==> config.mk <==
export PLATFORM = sky130hd
export DESIGN_NAME = ne555_multi_timer
export DESIGN_NICKNAME = d
export VERILOG_FILES = /design/src/rtl/ne555_multi_timer.sv
export SDC_FILE = /design/constraint.sdc
export NUM_CORES = 1
export LEC_CHECK = 0
export CAP_MARGIN = 5
export CORE_AREA = 2 2 248 250
export CTS_CLUSTER_DIAMETER = 60
export DETAILED_ROUTE_END_ITERATION = 16
export DIE_AREA = 0 0 250 252
export PLACE_DENSITY = 0.63
export SYNTH_ARGS = -nofsm -noshare
export SYNTH_HDL_FRONTEND = slang
export SYNTH_SLANG_ARGS = --single-unit
==> constraint.sdc <==
create_clock -name clk -period 4.6 [get_ports clk]
set_clock_uncertainty 0.2 [all_clocks]
set_input_delay 0.46 -clock clk [delete_from_list [all_inputs] [get_ports clk]]
set_output_delay 0.46 -clock clk [all_outputs]
set_load 0.03 [all_outputs]
==> src/rtl/ne555_multi_timer.sv <==
// NCH independent 555-style timers (mono / astable / burst / delayed) sharing one prescaler.
// Trigger edge to state change takes one cycle; outputs decode registers only; no backpressure.
module ne555_multi_timer #(
  parameter int NCH   = 4,
  parameter int CW    = 16,
  parameter int PRE_W = 16,
  localparam int CHW  = (NCH > 1) ? $clog2(NCH) : 1
) (
  input  logic             clk,
  input  logic             rst_n,
  input  logic             ena,
  input  logic [PRE_W-1:0] presc_div,
  input  logic             sync,
  input  logic             cfg_we,
  input  logic [CHW-1:0]   cfg_ch,
  input  logic [1:0]       cfg_sel,
  input  logic [CW-1:0]    cfg_wdata,
  input  logic [NCH-1:0]   trig,
  output logic [NCH-1:0]   out,
  output logic [NCH-1:0]   done,
  output logic [NCH-1:0]   active
);

  typedef enum logic [1:0] {S_IDLE, S_DLY, S_HI, S_LO} state_t;

  localparam logic [1:0] M_MONO  = 2'd0;
  localparam logic [1:0] M_AST   = 2'd1;
  localparam logic [1:0] M_BURST = 2'd2;
  localparam logic [1:0] M_DLY   = 2'd3;

  logic [PRE_W-1:0] pre_q, pre_d;
  logic             tick;

  assign tick = ena && (pre_q == presc_div);

  always_comb begin
    pre_d = pre_q + PRE_W'(1);
    if (!ena || sync || tick) pre_d = '0;
  end

  always_ff @(posedge clk or negedge rst_n) begin
    if (!rst_n) pre_q <= '0;
    else        pre_q <= pre_d;
  end

  for (genvar i = 0; i < NCH; i++) begin : g_ch
    state_t        st_q, st_d;
    logic [CW-1:0] cnt_q, cnt_d, bc_q, bc_d;
    logic [CW-1:0] high_q, low_q, burst_q;
    logic [4:0]    ctrl_q;
    logic          trig_q, done_q, done_d;
    logic          wr, edge_det, abort, retrig_hit, phase_end, last_pulse;
    logic [CW-1:0] h_m1, l_m1, b_m1, lim_m1;
    logic [1:0]    mode;

    assign mode = ctrl_q[2:1];
    assign wr   = cfg_we && (cfg_ch == CHW'(i));

    always_ff @(posedge clk or negedge rst_n) begin
      if (!rst_n) begin
        ctrl_q  <= '0;
        high_q  <= '0;
        low_q   <= '0;
        burst_q <= '0;
      end else if (wr) begin
        case (cfg_sel)
          2'd0:    ctrl_q  <= cfg_wdata[4:0];
          2'd1:    high_q  <= cfg_wdata;
          2'd2:    low_q   <= cfg_wdata;
          default: burst_q <= cfg_wdata;
        endcase
      end
    end

    // Zero-valued duration registers behave as one tick.
    assign h_m1   = (high_q  == '0) ? '0 : high_q  - CW'(1);
    assign l_m1   = (low_q   == '0) ? '0 : low_q   - CW'(1);
    assign b_m1   = (burst_q == '0) ? '0 : burst_q - CW'(1);
    assign lim_m1 = (st_q == S_HI) ? h_m1 : l_m1;

    assign phase_end  = tick && (cnt_q >= lim_m1);
    assign last_pulse = (bc_q >= b_m1);
    assign edge_det   = trig[i] && !trig_q;

    assign abort = (st_q != S_IDLE) &&
                   (!ctrl_q[0] ||
                    (wr && (cfg_sel == 2'd0) && (!cfg_wdata[0] || (cfg_wdata[2:1] != mode))));

    assign retrig_hit = ctrl_q[4] && edge_det &&
                        (((mode == M_MONO)  && (st_q == S_HI)) ||
                         ((mode == M_BURST) && ((st_q == S_HI) || (st_q == S_LO))) ||
                         ((mode == M_DLY)   && (st_q == S_DLY)));

    always_comb begin
      st_d   = st_q;
      cnt_d  = cnt_q;
      bc_d   = bc_q;
      done_d = 1'b0;
      if (!ena || abort) begin
        st_d  = S_IDLE;
        cnt_d = '0;
        bc_d  = '0;
      end else if (st_q == S_IDLE) begin
        cnt_d = '0;
        bc_d  = '0;
        if (ctrl_q[0]) begin
          if (mode == M_AST)  st_d = S_HI;
          else if (edge_det)  st_d = (mode == M_DLY) ? S_DLY : S_HI;
        end
      end else if (sync) begin
        cnt_d = '0;
      end else if (retrig_hit) begin
        cnt_d = '0;
        if (mode == M_BURST) begin
          st_d = S_HI;
          bc_d = '0;
        end
      end else if (tick) begin
        if (!phase_end) begin
          cnt_d = cnt_q + CW'(1);
        end else begin
          cnt_d = '0;
          case (st_q)
            S_DLY: st_d = S_HI;
            S_LO:  st_d = S_HI;
            S_HI: begin
              if (mode == M_AST) begin
                st_d = S_LO;
              end else if (mode == M_BURST && !last_pulse) begin
                st_d = S_LO;
                bc_d = bc_q + CW'(1);
              end else begin
                st_d   = S_IDLE;
                bc_d   = '0;
                done_d = 1'b1;
              end
            end
            default: st_d = S_IDLE;
          endcase
        end
      end
    end

    always_ff @(posedge clk or negedge rst_n) begin
      if (!rst_n) begin
        st_q   <= S_IDLE;
        cnt_q  <= '0;
        bc_q   <= '0;
        trig_q <= 1'b0;
        done_q <= 1'b0;
      end else begin
        st_q   <= st_d;
        cnt_q  <= cnt_d;
        bc_q   <= bc_d;
        trig_q <= trig[i];
        done_q <= done_d;
      end
    end

    assign out[i]    = (st_q == S_HI) ^ ctrl_q[3];
    assign done[i]   = done_q;
    assign active[i] = (st_q != S_IDLE);
  end

endmodule

## Yosys cells after proc, flatten, opt, wreduce, memory -nomap -nowiden

Index checks and enable logic that the tools add are counted.

- Register bits: 372
- Bits of input ports: 45
- Word-level logic and storage cells: 458

- Reduce and logical (&&, ||, !) cells: 160
- Bitwise operators: 5
- Mux-type cells: 173
- Equality and inequality tests: 54
- Magnitude comparators: 8
- $add $sub $neg: 21

Operator list:

| cell | count |
|---|---|
| 2-to-1 mux 16 bit | 81 |
| zero test 16 bit | 12 |
| subtractor 16 x 1 -> 16 bit (second input constant) | 12 |
| adder 16 x 1 -> 16 bit (second input constant) | 9 |
| >= comparator 16 bit | 8 |
| 2-to-1 mux 2 bit | 52 |
| logical AND 1 bit | 49 |
| AND reduction 6 bit | 8 |
| nonzero test 4 bit | 12 |
| == test 2 bit (second input constant) | 19 |
| 2-to-1 mux 1 bit | 36 |
| AND reduction 2 bit | 16 |
| logical OR 1 bit | 26 |
| == test 2 x 1 -> 1 bit (second input constant) | 10 |
| zero test 2 bit | 10 |
| nonzero test 5 bit | 4 |
| == test 16 bit | 1 |
| inequality test 4 x 1 -> 1 bit (second input constant) | 4 |
| inequality test 4 x 3 -> 1 bit (second input constant) | 4 |
| inequality test 4 bit (second input constant) | 4 |
| one-hot mux 2 bit (2 select lines) | 4 |
| zero test 1 bit | 14 |
| inequality test 3 x 1 -> 1 bit (second input constant) | 4 |
| inequality test 3 bit (second input constant) | 4 |
| 6 further kinds | 18 |

## Longest topological paths before layout

Gate-level depths: netlist of run 1.

- Depth in word-level cells: 14
- Gate-level depth with buffers: 21

## Worst setup path after synthesis of run 1

Ideal clock, no wire load.

- Path kind: register to register
- From: register g_ch[3].high_q[7]
- To: register g_ch[3].bc_q[11]
- Required time: 4296 ps
- Library setup time: 104 ps
- Arrival: 4573 ps
- Clock period less this slack: 4877 ps
- Setup slack: -277 ps
- Buffers on the path: 3
- Cell stages (with the launch flop): 19
- Cells stage by stage: dfrtp_1 > or4_4 > or3_1 > or3_1 > or2_1 > o31ai_4 > buf_6 > o22ai_1 > ha_1 > nand2b_1 > a2111oi_0 > o311a_1 > o41ai_2 > a31oi_1 > or3_1 > buf_2 > a21o_1 > buf_6 > o41ai_2

- Cells in the longest elaborated chain, start to end: 7
- Elaborated cells on any way between the ends: 8
- Classes of those cells: 1 x add/sub; 1 x order compare; 2 x mux; 4 x reduce/logical

RTL lines:

| what | line | source |
|---|---|---|
| from (decl) | 49 | `logic [CW-1:0] high_q, low_q, burst_q;` |
| from (signal assigned) | 68 | `2'd1: high_q <= cfg_wdata;` |
| subtractor 16 x 1 -> 16 bit / zero test 16 bit (equally long branches) | 76 | `assign h_m1 = (high_q == '0) ? '0 : high_q - CW'(1);` |
| 2-to-1 mux 16 bit * | 76 |  |
| 2-to-1 mux 16 bit * | 79 | `assign lim_m1 = (st_q == S_HI) ? h_m1 : l_m1;` |
| >= comparator 16 bit * | 81 | `assign phase_end = tick && (cnt_q >= lim_m1);` |
| logical AND 1 bit * | 81 |  |
| nonzero test 4 bit (no line) * | n/a |  |
| AND reduction 6 bit (no line) * | n/a |  |
| to (signal assigned) | 148 | `bc_q <= '0;` |
| to (signal assigned) | 154 | `bc_q <= bc_d;` |
| to (decl) | 48 | `logic [CW-1:0] cnt_q, cnt_d, bc_q, bc_d;` |

Every way passes the cells marked *; elsewhere a longest branch is shown, timed or not.
A chain may end at the register's enable or synchronous reset.

## Final worst setup path of run 1

- From: register g_ch[3].high_q[9]
- To: register g_ch[3].bc_q[12]

Same word-level chain as after synthesis.

==> results of run 1 <==
-- cell families (layout without fill, tap and decap cells) --
family	after synthesis	after routing	synth area share
AOI/OAI and AO/OA	409	410	0.117
xor gates and xnor gates	252	252	0.0924
adders and majority gates	153	153	0.0802
buffers and inverters	170	370	0.0301
DFF	372	372	0.390
muxes	196	196	0.0923
other	0	1	0
and+or+nand+nor	940	941	0.198
-- area by class of cell --
class                      count  share of cell area
multi-input combinational   1952               0.507
sequential                   372               0.326
timing repair buffer         212              0.0660
clock buffer                  60              0.0461
tap                          782              0.0342
clock inverter                26              0.0116
inverter                      72             0.00945
antenna                        1           0.0000875
-- worst max-delay path, cell delays in order (launching register included) --
cell and delay [ns]:
dfrtp_1 0.38, or4_4 0.53, or3_4 0.34, or3_4 0.33, or2_4 0.25, o31ai_4 0.21, buf_6 0.16, o22ai_2 0.07
ha_1 0.28, nand2b_1 0.09, a2111oi_1 0.07, o311a_1 0.32, o41ai_4 0.28, a31oi_1 0.14, or3_4 0.38, buf_12 0.16
buf_4 0.13, o211ai_1 0.19, o41ai_2 0.10
-- layout by cell type, fill, tap and decap left out, types with 7 or more instances in the layout --
cell type        netlist  routed
nor4_1                46      43
or3_4                  1      11
clkinv_2               0       8
nor3b_1               15      13
a21oi_1               63      57
nor4b_1                9       9
clkbuf_16              0      50
and2_1                10      10
nand4_1               29      29
o21ai_0              122      96
buf_4                  6     130
clkdlybuf4s50_1        0      55
o31ai_4                2      15
mux2_2               193     193
nand3_1               74      74
o21ai_2                0      10
a21o_1                21      20
or4_1                 17      14
ha_1                 153     147
nor3_1                89      88
nor2_1               222     219
inv_1                 71      71
nand2b_1              56      53
nor2b_1               21      21
dfrtp_1              372     372
o31ai_1               43      27
or2_2                 10       7
a31oi_1               12      11
o21ai_1                6      19
nand2_1              221     216
buf_6                  6      15
xor2_1               114     114
o22a_1                55      55
and3_1                55      54
xnor2_1              138     138
or3_1                 26      17
nand3b_1              14      14
o211ai_1              19      19
-- power by group --
part	total [mW]	leakage, nW	internal, mW	switching, mW
clock network	3.92	0.812	2.39	1.54
registers	4.28	4.82	3.73	0.550
logic	3.37	6.55	1.68	1.69
-- repair_timing --
action	CTS	global route
cloned	2	7
pin swaps	7	55
hold buffers	1	0
resized for setup	22	135
endpoints found under the hold margin	92	0
buffers inserted	4	23
endpoints found under the setup margin	52	134
-- layer usage --
metal  vias to the layer above  global-route usage  share of wire
met1                      9681               0.255           0.43
met4                         0              0.0748          0.034
met3                       126              0.0313          0.045
met5                         -                   0              0
met2                       403               0.343           0.49
li1                       9297                   -              -
-- synthesized netlist by cell type (all sizes together) (10+ instances only) --
cell and number:
a21o 21, a21oi 63, a31oi 12, and2 10, and3 55, buf 27, clkbuf 71, dfrtp 372
ha 153, inv 72, mux2 193, nand2 221, nand2b 56, nand3 74, nand3b 14, nand4 30
nor2 223, nor2b 21, nor3 89, nor3b 15, nor4 46, nor4b 10, o211ai 19, o21ai 128
o22a 55, o31ai 48, o41ai 12, or2 13, or3 27, or4 18, xnor2 138, xor2 114
-- through the flow --
stage,util,hold slack (ns),instance area [um^2]
3_5_place_dp,0.432,0.278,26000
5_1_grt,0.475,0.127,28600
3_3_place_gp,0.432,0.286,26000
2_1_floorplan,-,-0.0356,23900
6_report,0.475,0.155,28600
4_1_cts,0.462,0.127,27800
-- sequential cells by signal (all words and copies together), names as in the netlist --
register,count
g_ch.bc_q,64
g_ch.burst_q,64
g_ch.cnt_q,64
g_ch.ctrl_q,20
g_ch.done_q,4
g_ch.high_q,64
g_ch.low_q,64
g_ch.st_q,8
g_ch.trig_q,4
pre_q,16
-- worst paths after layout --
| check | to | slack, ns |
|---|---|---|
| max reg2reg | g_ch[3].bc_q[12] | -0.15 |
| min in group asynchronous | g_ch[1].bc_q[6] | 0.30 |
| min | g_ch[1].trig_q | 0.15 |
| max | g_ch[3].bc_q[12] | -0.15 |
| min reg2reg | g_ch[0].bc_q[15] | 0.29 |
| max in group asynchronous | g_ch[2].high_q[3] | 2.79 |
==> metrics.log, run 1 <==
[metrics] data arrival at the endpoint of the critical path: 5.01 ns
[metrics] max-cap violation count: 0
[metrics] proportion of layout cells with a drive suffix above 1: 0.204
[metrics] largest net degree at the start of global routing: 102
[metrics] launching instance or port of the critical path: g_ch[3].high_q[9]
[metrics] worst slack after detailed placement: -0.168 ns
[metrics] final critical-path required period: 4.75 ns
[metrics] number of top-level design ports: 57
[metrics] effective utilization at floorplan: 0.397
[metrics] Max FO, Critical Path: 9
[metrics] number of cell rows: 90
[metrics] TNS Setup: -1.50 ns
[metrics] worst voltage drop across the vdd grid: 0.301 mV
[metrics] Remaining DRCs: 0
[metrics] Pleak: 12.2 nW
[metrics] fillers: 5625
[metrics] first-pass GRT wire length: 102 mm
[metrics] FF+latch count, synth: 372
[metrics] half-perimeter wire length after detailed placement: 44.4 mm
[metrics] maximum number of buffers from clock root to sink: 3
[metrics] number of CTS-inserted buffers: 48
[metrics] actual slew at the worst max-slew pin: 1.14 ns
[metrics] number of non-filler instances in the completed layout: 3477
[metrics] Slew Viols, Final: 0
[metrics] Post-Syn Instances: 2492
[metrics] category of the critical setup timing path: reg2reg
[metrics] number of detailed-route iterations in the first pass: 5
[metrics] final global-route overflow total: 0
[metrics] maximum frequency from static timing analysis: 0.210 GHz
[metrics] average wire per cell in the routed design: 18.5 um
[metrics] CTS tree: yes
[metrics] proportion of register bits with asynchronous set or reset after synthesis: 1.00
[metrics] Synth Flop Type: dfrtp_1
[metrics] final setup violating endpoints: 18
[metrics] setup slack after layout: -0.152 ns
[metrics] most area-consuming cells after synthesis: dfrtp_1, mux2_2, ha_1
[metrics] placeable core region: 60100 um^2
[metrics] depth of the CTS H-tree: 2
[metrics] power density over cell area: 405 nW/um^2
[metrics] insertion delay to the later sink of the worst-skew pair: 0.58 ns
[metrics] critical path capture point type: flip-flop
[metrics] chip width: 250 um
[metrics] total power draw: 11.6 mW
[metrics] share of Yosys cell area claimed by the top area cell type: 0.390
[metrics] Max transition margin: 0.240
[metrics] logic depth of the worst register-to-register path: 18
[metrics] combined global-route utilization of all metal layers: 0.200
[metrics] first-iteration detailed-routing DRC count: 1161
[metrics] via count of the first global-routing pass: 19600
[metrics] final-report hold violation count: 0
[metrics] failing checks: negative setup slack
[metrics] Mean Syn Cell Area: 9.58 um^2
[metrics] routed via count divided by cell count: 5.61
[metrics] Synth warnings: 0
[metrics] area taken by flip-flops and latches: 9310 um^2
[metrics] count of cell types in the netlist: 78
[metrics] Total Die Area: 63000 um^2
[metrics] area of the multi-input gates: 14500 um^2
[metrics] Critical R2R Launch: g_ch[3].high_q[9]
[metrics] number of synthesized flops with an enable pin: 0
[metrics] total wirelength of the detailed-routed design: 64.3 mm
[metrics] nets in the synthesized netlist: 2690
[metrics] post-synthesis cell type with the largest combined area: dfrtp_1
[metrics] number of nets with antenna violations after detailed routing: 0
[metrics] Layout Area Growth over Synthesis: 19.7%
[metrics] vias after detailed routing: 19500
[metrics] setup repair after global routing missed its margin: true
[metrics] total of buffers placed on input and output ports: 56
[metrics] sequential element share of the synthesized area: 0.390
[metrics] instance count along the most critical hold path: 1
[metrics] number of nets in the layout: 2856
[metrics] clock root buffer: clkbuf_16
[metrics] Hold Crit Class: in2reg
[metrics] hold path start: trig[1]
[metrics] clk slew on worst S/H paths: 0.06 ns
[metrics] Post-Synthesis Cell Area: 23900 um^2
[metrics] global placer's final weighted congestion: 0.868
[metrics] period utilisation layout: 1.03
[metrics] Req. time, crit path: 4.86 ns
[metrics] Cells after DPL: 3353
[metrics] status: finished with violations
[metrics] die span in y: 252 um
[metrics] Sink Count: 372
[metrics] nature of the critical path startpoint: flip-flop
[metrics] antenna violations before repair: 3
(Power assumes the default switching activity.)
==> run 2, diff against run 1 <==
--- a/config.mk
+++ b/config.mk
@@ -10,6 +10,7 @@
 export CTS_CLUSTER_DIAMETER = 60
 export DETAILED_ROUTE_END_ITERATION = 16
 export DIE_AREA = 0 0 250 252
+export MAX_ROUTING_LAYER = met4
 export PLACE_DENSITY = 0.63
 export SYNTH_ARGS = -nofsm -noshare
 export SYNTH_HDL_FRONTEND = slang
==> metrics.log, run 2 (same netlist as run 1, synthesis figures left out) <==
[metrics] effective utilization at floorplan: 0.397 (unchanged)
[metrics] antenna violations before repair: 5 (+2)
[metrics] combined global-route utilization of all metal layers: 0.205 (+0.00448)
[metrics] proportion of layout cells with a drive suffix above 1: 0.206 (+0.00136)
[metrics] internal power: 7.96 mW (+2.1%)
[metrics] cell area after layout: 28700 um^2 (+0.48%)
[metrics] Max transition margin: 0.216 (-0.0240)
[metrics] Switching Share: 0.320 (-0.00567)
[metrics] power density over cell area: 408 nW/um^2 (+0.77%)
[metrics] final global-route overflow total: 0 (unchanged)
[metrics] Req. time, crit path: 4.91 ns (+0.05 ns)
[metrics] TNS Setup: -2.05 ns (-0.545 ns)
[metrics] launching instance or port of the critical path: g_ch[3].high_q[9]
[metrics] Total Die Area: 63000 um^2 (unchanged)
[metrics] number of detailed-route iterations in the first pass: 5 (unchanged)
[metrics] half-perimeter wire length after detailed placement: 44.1 mm (-0.75%)
[metrics] failing checks: negative setup slack
[metrics] routed via count divided by cell count: 5.55 (-1.1%)
[metrics] number of non-filler instances in the completed layout: 3465 (-0.35%)
[metrics] largest net degree at the start of global routing: 106 (+3.9%)
[metrics] number of cell rows: 90 (unchanged)
[metrics] number of CTS-inserted buffers: 48 (unchanged)
[metrics] category of the critical setup timing path: reg2reg
[metrics] die span in y: 252 um (unchanged)
[metrics] worst voltage drop across the vdd grid: 0.316 mV (+5.0%)
[metrics] highest-count cells in the layout ignoring fill and taps: dfrtp_1, nor2_1, nand2_1
[metrics] chip width: 250 um (unchanged)
[metrics] depth of the CTS H-tree: 2 (unchanged)
[metrics] Critical R2R Launch: g_ch[3].high_q[9]
[metrics] status: finished with violations
[metrics] final critical-path required period: 4.78 ns (+0.0323 ns)
[metrics] Min Hold Slack: 0.134 ns (-0.0206 ns)
[metrics] Layout Area Growth over Synthesis: 20.3%
[metrics] average wire per cell in the routed design: 18.3 um (-1.1%)
[metrics] period utilisation layout: 1.04 (+0.00702)
[metrics] clock root buffer: clkbuf_16
[metrics] placeable core region: 60100 um^2 (unchanged)
[metrics] capture instance of the worst register-to-register path: g_ch[3].bc_q[7]
[metrics] net switching component of the power: 3.75 mW (-0.50%)
[metrics] nature of the critical path startpoint: flip-flop
[metrics] Combinational Power Share: 0.289 (-0.002)
[metrics] fillers: 5582 (-0.76%)
[metrics] max-cap violation count: 0 (unchanged)
[metrics] total power draw: 11.7 mW (+1.3%)
[metrics] Remaining DRCs: 0 (unchanged)
[metrics] Pleak: 12.2 nW (+0.22%)
[metrics] number of nets in the layout: 2845 (-0.39%)
[metrics] via count of the first global-routing pass: 19100 (-2.7%)
[metrics] actual slew at the worst max-slew pin: 1.17 ns (+0.0358 ns)
[metrics] critical path capture point type: flip-flop
[metrics] final setup violating endpoints: 18 (unchanged)
[metrics] reg2reg setup slack: -0.18 ns (-0.03 ns)
[metrics] maximum frequency from static timing analysis: 0.209 GHz (-0.67%)
[metrics] insertion delay to the later sink of the worst-skew pair: 0.60 ns (+0.02 ns)
[metrics] Hold Crit Class: in2reg
[metrics] Cells after DPL: 3350 (-0.089%)
[metrics] setup repair after global routing missed its margin: true
[metrics] register share of total power: 0.365 (-0.005)
[metrics] clock network power share: 0.346 (+0.007)
[metrics] total of buffers placed on input and output ports: 56 (unchanged)
[metrics] vias after detailed routing: 19200 (-1.4%)
[metrics] maximum number of buffers from clock root to sink: 3 (unchanged)
[metrics] data arrival at the endpoint of the critical path: 5.09 ns (+0.08 ns)
[metrics] first-iteration detailed-routing DRC count: 1120 (-3.5%)
[metrics] clk slew on worst S/H paths: 0.05 ns (about the same)
[metrics] first-pass GRT wire length: 101 mm (-1.0%)
[metrics] number of nets with antenna violations after detailed routing: 0 (unchanged)
[metrics] instance count along the most critical hold path: 1 (unchanged)
[metrics] endpoint of the worst hold-timing path: g_ch[1].trig_q
[metrics] Sink Count: 372 (unchanged)
[metrics] logic depth of the worst register-to-register path: 17 (-1)
[metrics] area after detailed placement: 26000 um^2 (about the same)
[metrics] total wirelength of the detailed-routed design: 63.4 mm (-1.4%)
[metrics] Slew Viols, Final: 0 (unchanged)
[metrics] final-report hold violation count: 0 (unchanged)
[metrics] global placer's final weighted congestion: 0.873 (+0.47%)
[metrics] hold path start: trig[1]
[metrics] CTS tree: yes
[metrics] number of top-level design ports: 57 (unchanged)
[metrics] setup slack after layout: -0.184 ns (-0.0323 ns)
[metrics] Max FO, Critical Path: 7 (-2)
[metrics] leading cell type in the layout, fill and taps excluded: dfrtp_1
run 2: routing by layer:
layer,part of all wire,global-route usage
met3,0.049,0.0329
met2,0.49,0.348
met5,0,-
met4,0.023,0.0501
met1,0.44,0.256
run 2: power groups by stage:
| stage | combinational (mW) | sequential, mW | clock [mW] |
|---|---|---|---|
| after floorplan | 2.30 | 4.16 | 0 |
| after global placement | 3.06 | 4.28 | 0 |
| after detailed placement | 3.15 | 4.31 | 0 |
| after CTS | 3.20 | 4.26 | 4.15 |
| after global routing | 3.76 | 4.35 | 4.29 |
| final | 3.38 | 4.28 | 4.06 |
run 2: worst max path at each step:
stage | end | slack (ns) | cells past startpoint
floorplan | g_ch[3].bc_q[11] | -0.20 | 18
global placement | g_ch[3].bc_q[7] | -0.20 | 17
detailed placement | g_ch[3].bc_q[12] | -0.23 | 16
CTS | g_ch[3].bc_q[7] | -0.16 | 17
global route | g_ch[3].bc_q[15] | -0.33 | 17
finish | g_ch[3].bc_q[7] | -0.18 | 17
run 2: area by class of cell:
| type | instances | area [um^2] | area share |
|---|---|---|---|
| repair buffers | 201 | 1840 | 0.0641 |
| well taps | 782 | 978 | 0.0341 |
| multi-input cells | 1952 | 14600 | 0.509 |
| flip-flops and latches | 372 | 9310 | 0.324 |
| inverters | 72 | 270 | 0.00941 |
| clock inverters | 25 | 394 | 0.0137 |
| diodes | 2 | 5.00 | 0.000174 |
| clock buffers | 59 | 1310 | 0.0457 |
run 2: critical path, cell delays in order (launching register included):
cell	delay (ns)
dfrtp_1	0.38
or4_4	0.53
or3_4	0.34
or3_4	0.34
or2_4	0.25
o31ai_4	0.20
buf_6	0.15
o22ai_2	0.07
ha_1	0.30
nand2b_4	0.13
a2111oi_4	0.06
o311a_1	0.33
o41ai_4	0.27
a31oi_1	0.14
or3_4	0.39
buf_12	0.16
a2111o_1	0.39
o21ai_1	0.08
run 2: metrics by stage:
stage          setup WS [ns]  utilization
4_1_cts               -0.161        0.464
3_3_place_gp          -0.201        0.432
3_5_place_dp          -0.230        0.432
6_report              -0.184        0.478
2_1_floorplan         -0.195            -
5_1_grt               -0.331        0.478
run 2: repair_timing:
item | in CTS | in global routing
endpoints found under the setup margin | 66 | 100
pin swaps | 11 | 54
gates cloned | 3 | 6
resized for setup | 27 | 145
endpoints found under the hold margin | 101 | 0
hold buffers | 1 | 0
buffers inserted | 4 | 15
